<file path="src/rtl/led_trail_pkg.sv">
// Shared constants for the LED trail PWM block: default parameters and the gamma curve.
// The gamma curve is only used when LED_TRAIL_GAMMA_EN is defined.
package led_trail_pkg;

  localparam int NUM_LEDS       = 8;
  localparam int PWM_BITS_DEF   = 4;
  localparam int DECAY_DIV_DEF  = 16;
  localparam int DECAY_STEP_DEF = 2;

  // Index 0 is the rightmost element: 0,0,0,1,1,2,3,4,5,6,7,9,10,12,13,15
  localparam logic [15:0][3:0] GAMMA_LUT = {
    4'd15, 4'd13, 4'd12, 4'd10, 4'd9, 4'd7, 4'd6, 4'd5,
    4'd4,  4'd3,  4'd2,  4'd1,  4'd1, 4'd0, 4'd0, 4'd0
  };

  function automatic logic [3:0] gamma4(input logic [3:0] lvl);
    return GAMMA_LUT[lvl];
  endfunction

endpackage

</file>
<file path="src/rtl/led_trail_cell.sv">
// One LED channel: brightness register with load/decay, PWM compare and output flop.
// With LED_TRAIL_GAMMA_EN defined the compare uses the gamma-corrected level.
module led_trail_cell
  import led_trail_pkg::*;
#(
  parameter int PWM_BITS   = PWM_BITS_DEF,
  parameter int DECAY_STEP = DECAY_STEP_DEF
) (
  input  logic                clk,
  input  logic                rst_n,
  input  logic                enable,
  input  logic                load,
  input  logic                decay_tick,
  input  logic [PWM_BITS-1:0] pwm_cnt,
  output logic                led_pwm
);

  localparam logic [PWM_BITS-1:0] MAX_LEVEL = '1;
  localparam logic [PWM_BITS-1:0] STEP      = PWM_BITS'(DECAY_STEP);

  logic [PWM_BITS-1:0] level_reg;
  logic [PWM_BITS-1:0] level_next;
  logic [PWM_BITS-1:0] eff_level;
  logic                led_pwm_reg;

  // A fresh hit always wins over a coincident decay tick.
  always_comb begin
    level_next = level_reg;
    if (load) begin
      level_next = MAX_LEVEL;
    end else if (decay_tick) begin
      level_next = (level_reg > STEP) ? level_reg - STEP : '0;
    end
  end

`ifdef LED_TRAIL_GAMMA_EN
  assign eff_level = PWM_BITS'(gamma4(4'(level_reg)));
`else
  assign eff_level = level_reg;
`endif

  always_ff @(posedge clk or negedge rst_n) begin
    if (!rst_n) begin
      level_reg   <= '0;
      led_pwm_reg <= 1'b0;
    end else if (enable) begin
      level_reg   <= level_next;
      led_pwm_reg <= (eff_level > pwm_cnt);
    end else begin
      led_pwm_reg <= 1'b0;
    end
  end

  assign led_pwm = led_pwm_reg;

endmodule

</file>
<file path="src/rtl/led_trail_pwm.sv">
// Fading-trail PWM driver for an 8-LED chaser; shared PWM/decay timebase plus 8 cells.
// Optional gamma correction is enabled by defining LED_TRAIL_GAMMA_EN (requires PWM_BITS = 4).
module led_trail_pwm
  import led_trail_pkg::*;
#(
  parameter int PWM_BITS   = PWM_BITS_DEF,
  parameter int DECAY_DIV  = DECAY_DIV_DEF,
  parameter int DECAY_STEP = DECAY_STEP_DEF
) (
  input  logic       clk,
  input  logic       rst_n,
  input  logic       enable,
  input  logic [7:0] pattern_in,
  output logic [7:0] led_pwm,
  output logic       pwm_sync
);

  localparam int DIV_W = (DECAY_DIV > 1) ? $clog2(DECAY_DIV) : 1;
  localparam logic [PWM_BITS-1:0] PWM_LAST = PWM_BITS'((1 << PWM_BITS) - 2);
  localparam logic [DIV_W-1:0]    DIV_LAST = DIV_W'(DECAY_DIV - 1);

`ifdef LED_TRAIL_GAMMA_EN
  generate
    if (PWM_BITS != 4) begin : g_gamma_width_check
      $error("led_trail_pwm: gamma table needs PWM_BITS == 4");
    end
  endgenerate
`endif

  logic [PWM_BITS-1:0] pwm_cnt_reg;
  logic [DIV_W-1:0]    decay_cnt_reg;
  logic                pwm_sync_reg;
  logic                decay_tick;

  assign decay_tick = enable && (decay_cnt_reg == DIV_LAST);

  // Period is MAX cycles (0..MAX-1) so level MAX stays on for the whole period.
  always_ff @(posedge clk or negedge rst_n) begin
    if (!rst_n) begin
      pwm_cnt_reg   <= '0;
      decay_cnt_reg <= '0;
      pwm_sync_reg  <= 1'b0;
    end else if (enable) begin
      pwm_cnt_reg   <= (pwm_cnt_reg == PWM_LAST) ? '0 : pwm_cnt_reg + 1'b1;
      decay_cnt_reg <= decay_tick ? '0 : decay_cnt_reg + 1'b1;
      pwm_sync_reg  <= (pwm_cnt_reg == '0);
    end else begin
      pwm_sync_reg  <= 1'b0;
    end
  end

  assign pwm_sync = pwm_sync_reg;

  generate
    for (genvar gi = 0; gi < NUM_LEDS; gi++) begin : g_cell
      led_trail_cell #(
        .PWM_BITS  (PWM_BITS),
        .DECAY_STEP(DECAY_STEP)
      ) u_cell (
        .clk       (clk),
        .rst_n     (rst_n),
        .enable    (enable),
        .load      (enable && pattern_in[gi]),
        .decay_tick(decay_tick),
        .pwm_cnt   (pwm_cnt_reg),
        .led_pwm   (led_pwm[gi])
      );
    end
  endgenerate

endmodule
</file>
<file path="config.mk">
export PLATFORM = sky130hd
export DESIGN_NAME = led_trail_pwm
export DESIGN_NICKNAME = d
export VERILOG_FILES = /design/src/rtl/led_trail_pkg.sv /design/src/rtl/led_trail_cell.sv /design/src/rtl/led_trail_pwm.sv
export SDC_FILE = /design/constraint.sdc
export NUM_CORES = 1
export LEC_CHECK = 0
export ABC_AREA = 1
export CORE_MARGIN = 1.5
export CORE_UTILIZATION = 30
export CTS_CLUSTER_SIZE = 16
export DETAILED_ROUTE_END_ITERATION = 10
export HOLD_SLACK_MARGIN = 0.02
export PLACE_DENSITY = 0.54
export SLEW_MARGIN = 20
export SYNTH_ARGS = -nofsm -noshare
export SYNTH_HDL_FRONTEND = slang
export SYNTH_SLANG_ARGS = --single-unit
</file>
<file path="constraint.sdc">
create_clock -name clk -period 4 [get_ports clk]
set_input_delay 1.2 -clock clk [delete_from_list [all_inputs] [get_ports clk]]
set_output_delay 1.2 -clock clk [all_outputs]
set_load 0.005 [all_outputs]
</file>
==> parameters.txt <==
Parameter                              Value

Status
  Status    completed

Synthesis
  Average instance area after synthesis    between 8 and 9 sq um
  Register area share after synthesis    0.373
  Netlist Area Pre-Place    3280 sq um
  Total number of yosys warnings    0
  Number of synthesized register bits    49
  Unique masters post-synth    30
  Net count of the mapped netlist    443
  Synth Instances    around 400

GRT
  Global-route wire length before repair    11200 um
  Total grt overflow    0
  Number of antenna violations at the first check in global routing    0
  Overall Global Routing Usage    0.124
  Maximum number of pins on one net before global-route repair    29
  Via count of the first global-routing pass    2326

Worst setup path
  Critical Path Source Type    input port
  Worst Path Class, Setup    in2reg
  Master of the slowest instance on the critical path    clkdlybuf4s50_1
  Highest net fanout along the worst path    20
  Required time at the endpoint of the critical path    about 4.2 ns
  Cells along the critical path    clkdlybuf4s50_1 -> nand2_4 -> nor2_4 -> buf_4 -> nand3_1 -> o211ai_2
  Critical path arrival    2.72 ns
  Capture instance of the worst register-to-register path    g_cell[4].u_cell.eff_level[1]$_DFFE_PN0P_
  R2R cell count    6
  Crit path largest cell delay    0.55 ns
  Setup slack on the worst flop-to-flop path    2.38 ns
  Sort of element at the end of the critical path    flop
  Startpoint of the worst-slack reg-to-reg timing path    decay_cnt_reg[0]$_DFFE_PN0P_

Layout
  Post-layout net count    456
  Flip-flop count of the largest register after layout    32
  Layout-stage area growth over the synthesis result    10.1%
  Share of final-layout standard cells stronger than drive strength 1    0.114
  ANT cells    0
  Non-filler instance count after layout    545

Timing
  Total negative slack for setup checks    0 ns
  Final Skew    around 0.0091 ns
  Setup repair after global routing missed its margin    no
  Final max-slew violation count    0
  Final critical path time including I/O delays and setup    roughly 2.5 ns
  Remaining max-slew budget at the tightest pin    0.568
  Worst setup margin    1.52 ns
  Number of hold violations in the final report    0
  Tightest Pin Transition    approximately 0.65 ns
  Portion of the clock cycle consumed by the worst path in the final layout    0.620
  Fmax    between 0.4 and 0.5 GHz
  # setup viols final    0

Hold path
  Count of cells along the worst hold path    1
  Type of the most critical hold path    reg2reg
  End of the worst hold path    pwm_sync$_DFF_PN0_
  Min-Delay Startpoint    pwm_cnt_reg[2]$_DFFE_PN0P_

CTS
  CTS Root Buffer Type    clkbuf_8
  Clock transition at the register clock pins on the worst setup and hold paths after CTS    ~0.1 ns
  Clock net sink count    between 40 and 50
  Count of hold-fix buffers inserted at cts    0
  Cells resized by post-CTS repair    0
  Number of buffers added by the clock tree synthesis step    5
  Setup bufs post-CTS    0
  TritonCTS clock tree    yes
  Clock latency on the worst-skew pair    ~0.31 ns
  H-tree levels    2
  Bufs on Longest Clock Path    2

Route
  WL/cell    12.1 um
  Via count    approximately 2500
  Final routed wirelength across all metal layers    between 6000 and 7000 um
  DRC violations left    0
  ANT nets after route    0
  Number of detailed-route iterations in the first pass    4
  Via count normalized by instance count    4.57
  Number of DRC violations after detailed-routing iteration 0    84

Placement
  Worst Setup Slack post-DPL    1.18 ns
  Final HPWL from detailed placement    4700 um
  GPL Wtd Cong    0.770
  Number of I/O port buffers    19
  Placed Cells incl. Taps    ~540

Die
  Initial Utilization    0.306
  Core region area    10700 sq um
  Number of primary I/O pins    20
  Vert. Die Dim    108 um
  Area of the die    11600 sq um
  Die boundary width    108 um
  Number of rows in the core area    38

Power
  Gate power share    0.459
  Int Pwr    1.16 mW
  Cell leakage power    around 1.9 nW
  Clock network power share    0.156
  Switching power share of the total    0.400
  Maximum ir drop on the vdd rail    171 uV
  Switching power summed over all nets    between 700 and 800 uW
  Relative contribution of sequential cells to total power    0.385
  PwrDens    between 500 and 600 nW/um^2

Flow run
  Max capacitance violation total    0
==> cell usage in the layout, fill, tap and decap left out, drive strengths merged <==
master	synthesis	routed
a21boi	1	1
a21oi	27	27
buf	15	4
clkbuf	1	5
clkdlybuf4s50	0	18
clkinvlp	0	3
dfrtp	49	49
ha	41	41
inv	58	58
nand2	95	95
nand3	25	25
nand3b	4	4
nor2	19	19
nor3	1	1
nor3b	1	1
nor4	1	1
o211ai	12	12
o21ai	23	23
o21bai	8	8
o22ai	1	1
or2	9	9
==> power by group through the flow <==
| stage | Sequential [mW] | Combinational, mW | Clock, mW |
|---|---|---|---|
| after CTS | 0.744 | 0.900 | 0.321 |
| after global routing | 0.765 | 1.05 | 0.338 |
| final | 0.742 | 0.886 | 0.301 |
| after global placement | 0.750 | 0.861 | 0 |
| after floorplan | 0.719 | 0.705 | 0 |
| after detailed placement | 0.754 | 0.895 | 0 |
==> layout make-up <==
class | instances | area [sq um]
clock inverters | 3 | 22.5
multi-input cells | 268 | 1700
clock buffers | 5 | 68.8
repair buffers | 22 | 208
inverters | 58 | 220
fillers | 1180 | 7130
well taps | 140 | 175
flip-flops and latches | 49 | 1230
==> through the flow <==
| stage | util | hold slack, ns | power [mW] | instance area (sq um) |
|---|---|---|---|---|
| after global routing | 0.337 | 0.525 | 2.15 | 3620 |
| after CTS | 0.337 | 0.495 | 1.97 | 3620 |
| final | 0.337 | 0.493 | 1.93 | 3620 |
| after global placement | 0.328 | 0.479 | 1.61 | 3520 |
| after detailed placement | 0.328 | 0.479 | 1.65 | 3520 |
| after floorplan | - | 0.450 | 1.42 | 3280 |
==> critical path, delay by kind of cell <==
kind,cells,cell delay (ns)
buffers and inverters,2,0.83
AO/OA/AOI/OAI,1,0.07
AND/OR/NAND/NOR,3,0.62
==> layer usage <==
metal	GRT usage	vias up	share of wire
li1	-	1297	-
met1	0.162	1160	0.48
met2	0.207	29	0.47
met3	0.0254	4	0.034
met4	0.0376	0	0.013
met5	0	-	0
==> worst max-delay path by stage <==
stage	slack, ns	startpoint	end
after floorplan	2.06	enable	g_cell[1].u_cell.eff_level[3]$_DFFE_PN0P_
after global placement	1.21	enable	g_cell[4].u_cell.eff_level[1]$_DFFE_PN0P_
after detailed placement	1.18	enable	g_cell[4].u_cell.eff_level[1]$_DFFE_PN0P_
after CTS	1.52	enable	g_cell[4].u_cell.eff_level[1]$_DFFE_PN0P_
after global routing	1.43	enable	g_cell[4].u_cell.eff_level[2]$_DFFE_PN0P_
final	1.52	enable	g_cell[4].u_cell.eff_level[1]$_DFFE_PN0P_
==> Yosys cell counts (all sizes together) <==
cell type  number  share of area
buf            15          0.042
nand3b          4         0.0091
o22ai           1         0.0019
o21ai          23          0.040
a21oi          27          0.048
clkbuf          1         0.0015
or2             9          0.017
nand2          95           0.11
nor2           19          0.024
nand3          25          0.038
a21boi          1         0.0023
o211ai         12          0.041
nor3b           1         0.0038
inv            58          0.067
nor3            1         0.0015
o21bai          8          0.018
dfrtp          49           0.37
ha             41           0.16
nor4            1         0.0019
==> cell families (layout without fill, tap and decap cells) <==
group                    Yosys count  in the layout  synth area share
AO/OA/AOI/OAI                     72             72             0.151
adder cells (fa/ha/maj)           41             41             0.156
flip-flops                        49             49             0.373
buffers and inverters             74             88             0.110
AND/OR/NAND/NOR                  155            155             0.209
No activity file was read; power rests on OpenSTA's default activity.
==> RTL change 1 (same flow settings) <==
Register the output `led_pwm`; this adds one clock of latency there. The other outputs are not delayed to match.
--- a/src/rtl/led_trail_pwm.sv
+++ b/src/rtl/led_trail_pwm.sv
@@ -18,6 +18,8 @@
   localparam int DIV_W = (DECAY_DIV > 1) ? $clog2(DECAY_DIV) : 1;
   localparam logic [PWM_BITS-1:0] PWM_LAST = PWM_BITS'((1 << PWM_BITS) - 2);
   localparam logic [DIV_W-1:0]    DIV_LAST = DIV_W'(DECAY_DIV - 1);
+
+  logic [7:0] led_pwm_d;
 
 `ifdef LED_TRAIL_GAMMA_EN
   generate
@@ -63,9 +65,13 @@
         .load      (enable && pattern_in[gi]),
         .decay_tick(decay_tick),
         .pwm_cnt   (pwm_cnt_reg),
-        .led_pwm   (led_pwm[gi])
+        .led_pwm   (led_pwm_d[gi])
       );
     end
   endgenerate
 
+  always_ff @(posedge clk) begin
+    led_pwm <= led_pwm_d;
+  end
+
 endmodule
Behaviour: not the same (a bounded check fails within 4 cycles, from zero or initial values and one cycle with rst_n low).
==> RTL change 1 against the original RTL <==
  * Maximum frequency rose by 3.2%
  * Synthesized cell count increased by 2.6%
  * Design area increased by 4.5%
  * Routed wire length up 3.0%
  * Synthesized area grew 1.3%
  * Power rose by 15%
  * Sequential cell count is 8 higher
  * Via count grew 5.1%
  * Worst setup slack improved by 0.078 ns
  * Non-clock buffer count down 1
  * Clock skew is 0.00062 ns higher
  * Critical path type unchanged
  * Critical endpoint is now g_cell[7].u_cell.eff_level[1]
  * Largest power group unchanged
  * Highest routed layer unchanged
==> RTL change 1: results <==
group,metric,value,unit
layout,buf_share,5.30,%
layout,area_growth,13.7,%
detailed_routing,vias,2617,
layout,n_sequential_cell,57,
layout,multi_input_area_share,43.2,%
synthesis,synth_commonest_cells,"nand2_1, inv_1, dfrtp_1",
grt,met1_usage,15.2,%
power,comb-power,0.887,mW
critical_path,cp_max_fo,33,
layout,num-multi-input-gates,276,
power,power.total,2.22,mW
placed_design,dp_slack,1.22,ns
layout,register_area,1390,sq um
clock_network,cts_buffers,9,
layout,clk_share,4.11,%
sta,tightest_slew,0.689,ns
power,switching_share,37.8,%
synthesis,ys_types,25,
synthesis,synthTopCellsByArea,"dfrtp_1, ha_1, nand2_1",
layout,n_all_buffers,21,
status,outcome,"finished, final reports clean",
power,ir_drop,0.000165,V
layout,clock_buffers,12,
placed_design,dpl.hpwl,4590,um
synthesis,syn_inst,401,
synthesis,synth_compound_area_share,12.6,%
placed_design,place_congestion,0.731,
floorplanning,die_x,108,um
sta,finClkSkew,0.00968,ns
placed_design,placed_area,3620,sq um
detailed_routing,dr.pass1.iters,4,
clock_network,clk_latency,0.34,ns
layout,fin_nets,477,
synthesis,synthesis.nets,453,
grt,grt_pass1_wl,11400,um
clock_network,post_cts_resized,0,
layout,drive_gt1_share,6.74,%
clock_network,path_clk_slew,0.07,ns
layout,inv_count,60,
clock_network,htreeDepth,3,
detailed_routing,wirelength,6800,um
grt,grt_pass1_vias,2486,
grt,grt_use_met2,21.7,%
synthesis,synth_fa_ha_area_share,15.4,%
detailed_routing,drt_iter0_drc,90,
layout,fillers,1158,
grt,met3_usage,2.17,%
placed_design,dp_cells,554,
synthesis,synthArstFlopShare,86.0,%
grt,grt_start_max_net_pins,50,
grt,grtUsageTotal,12.6,%
synthesis,synth_xor_area_share,0,%
synthesis,muxShareOfSynthArea,0,%
power,leakage,2.02,nW
power,pg_seq,0.878,mW
synthesis,ys_seq_area_share,41.7,%
layout,final_cells,570,
==> RTL change 1: critical path, cell delays in order <==
cell	delay, ns
clkdlybuf4s50_1	0.53
nand2_4	0.09
nor2_4	0.54
nand3_1	0.15
o211ai_1	0.13
==> RTL change 1: worst paths after layout <==
path	slack, ns	from	cells past startpoint	to
max	1.60	enable	5	g_cell[7].u_cell.eff_level[1]
min	0.34	g_cell[5].u_cell.led_pwm	0	led_pwm[5]
min in group asynchronous	0.99	rst_n	2	g_cell[7].u_cell.eff_level[0]
max in group asynchronous	2.57	rst_n	2	decay_cnt_reg[0]
max reg2reg	2.38	pwm_cnt_reg[1]	6	g_cell[5].u_cell.led_pwm
min reg2reg	0.34	g_cell[5].u_cell.led_pwm	0	led_pwm[5]
==> RTL change 1: metal layers <==
layer / wire [um] / vias up
li1: - / 1353
met2: 3250 / 20
met3: 134 / 9
met1: 3290 / 1235
met4: 121 / 0
met5: 0 / -
==> RTL change 2 (same settings) <==
Made on the original files. `DECAY_DIV_DEF`: 16 -> 8.
--- a/src/rtl/led_trail_pkg.sv
+++ b/src/rtl/led_trail_pkg.sv
@@ -4,7 +4,7 @@
 
   localparam int NUM_LEDS       = 8;
   localparam int PWM_BITS_DEF   = 4;
-  localparam int DECAY_DIV_DEF  = 16;
+  localparam int DECAY_DIV_DEF  = 8;
   localparam int DECAY_STEP_DEF = 2;
 
   // Index 0 is the rightmost element: 0,0,0,1,1,2,3,4,5,6,7,9,10,12,13,15
Behaviour: no difference found for any inputs over 10 cycles, from zero or initial values and one cycle with rst_n low; that may be too few to reach the edited logic, so the function may still have changed.
==> RTL change 2 against the original RTL <==
  * Routed wire length decreased by 4.2%
  * Critical path type unchanged
  * Critical path depth did not move
  * Synthesized area fell by 8.3%
  * Sequential cell count is 1 lower
  * Power shrank 0.45%
  * Critical endpoint is now g_cell[7].u_cell.eff_level[3]
  * Worst setup slack better by 0.038 ns
  * Highest routed layer unchanged
  * Global-route usage is 0.72 points higher
  * Design area shrank 7.3%
==> RTL change 2: results <==
group,metric,value,unit
status,outcome,"finished, final reports clean",
grt,grt_start_max_net_pins,49,
critical_path,max_stage_delay,0.53,ns
placed_design,dp_cells,499,
critical_path,r2r_slack,2.20,ns
detailed_routing,wl_met2,2990,um
synthesis,ys_types,21,
critical_path,r2r_cells,7,
detailed_routing,wl_met3,187,um
detailed_routing,vias,2354,
synthesis,synthTopCellsByArea,"dfrtp_1, ha_1, nand2_1",
critical_path,worstPathArrival,2.63,ns
synthesis,synthesis.nets,414,
grt,grt_pass1_vias,2334,
sta,fin_hold_ws,0.480,ns
hold_path,hp-start,"decay_cnt_reg[0]",
grt,met1_usage,16.6,%
synthesis,synth_fa_ha_area_share,17.5,%
sta,tightest_slew,0.655,ns
power,ir_drop,0.000174,V
placed_design,dp_slack,1.23,ns
detailed_routing,drt_iter0_drc,112,
clock_network,path_clk_slew,0.08,ns
placed_design,placed_area,3260,sq um
detailed_routing,wl_met1,3060,um
grt,grt_pass1_wl,10700,um
critical_path,cp-endpoint,"g_cell[7].u_cell.eff_level[3]",
sta,finClkSkew,0.00767,ns
## RTL change 2: changes by cell type in the layout (fill, tap and decap cells not counted), sizes merged, moves of 2 or more
cell	delta
nand3	+3
clkbuf	+3
o21ai	-2
nor2	+3
nand3b	-3
a21oi	-6
inv	-14
nand2	-5
or2	-8
clkinvlp	-3
xor2	+7
## RTL change 2: layout make-up
cell class / count / area [sq um]
Clock buffer: 8 / 90.1
Fill cell: 1042 / 6420
Inverter: 44 / 168
Multi-Input combinational cell: 253 / 1530
Sequential cell: 48 / 1200
Tap cell: 133 / 166
Timing Repair Buffer: 21 / 200
## RTL change 2: where the power goes
part | switching, mW | internal (mW) | total [mW]
sequential | 0.117 | 0.620 | 0.737
clock | 0.166 | 0.142 | 0.308
combinational | 0.483 | 0.393 | 0.876
## RTL change 2: worst reg2reg max path: stages (launching register included)
cell and delay (ns):
dfrtp_1 0.37, ha_1 0.16, ha_1 0.24, nand2_4 0.22, inv_4 0.33, nand3_1 0.19, nand3_1 0.12, nand2_1 0.05
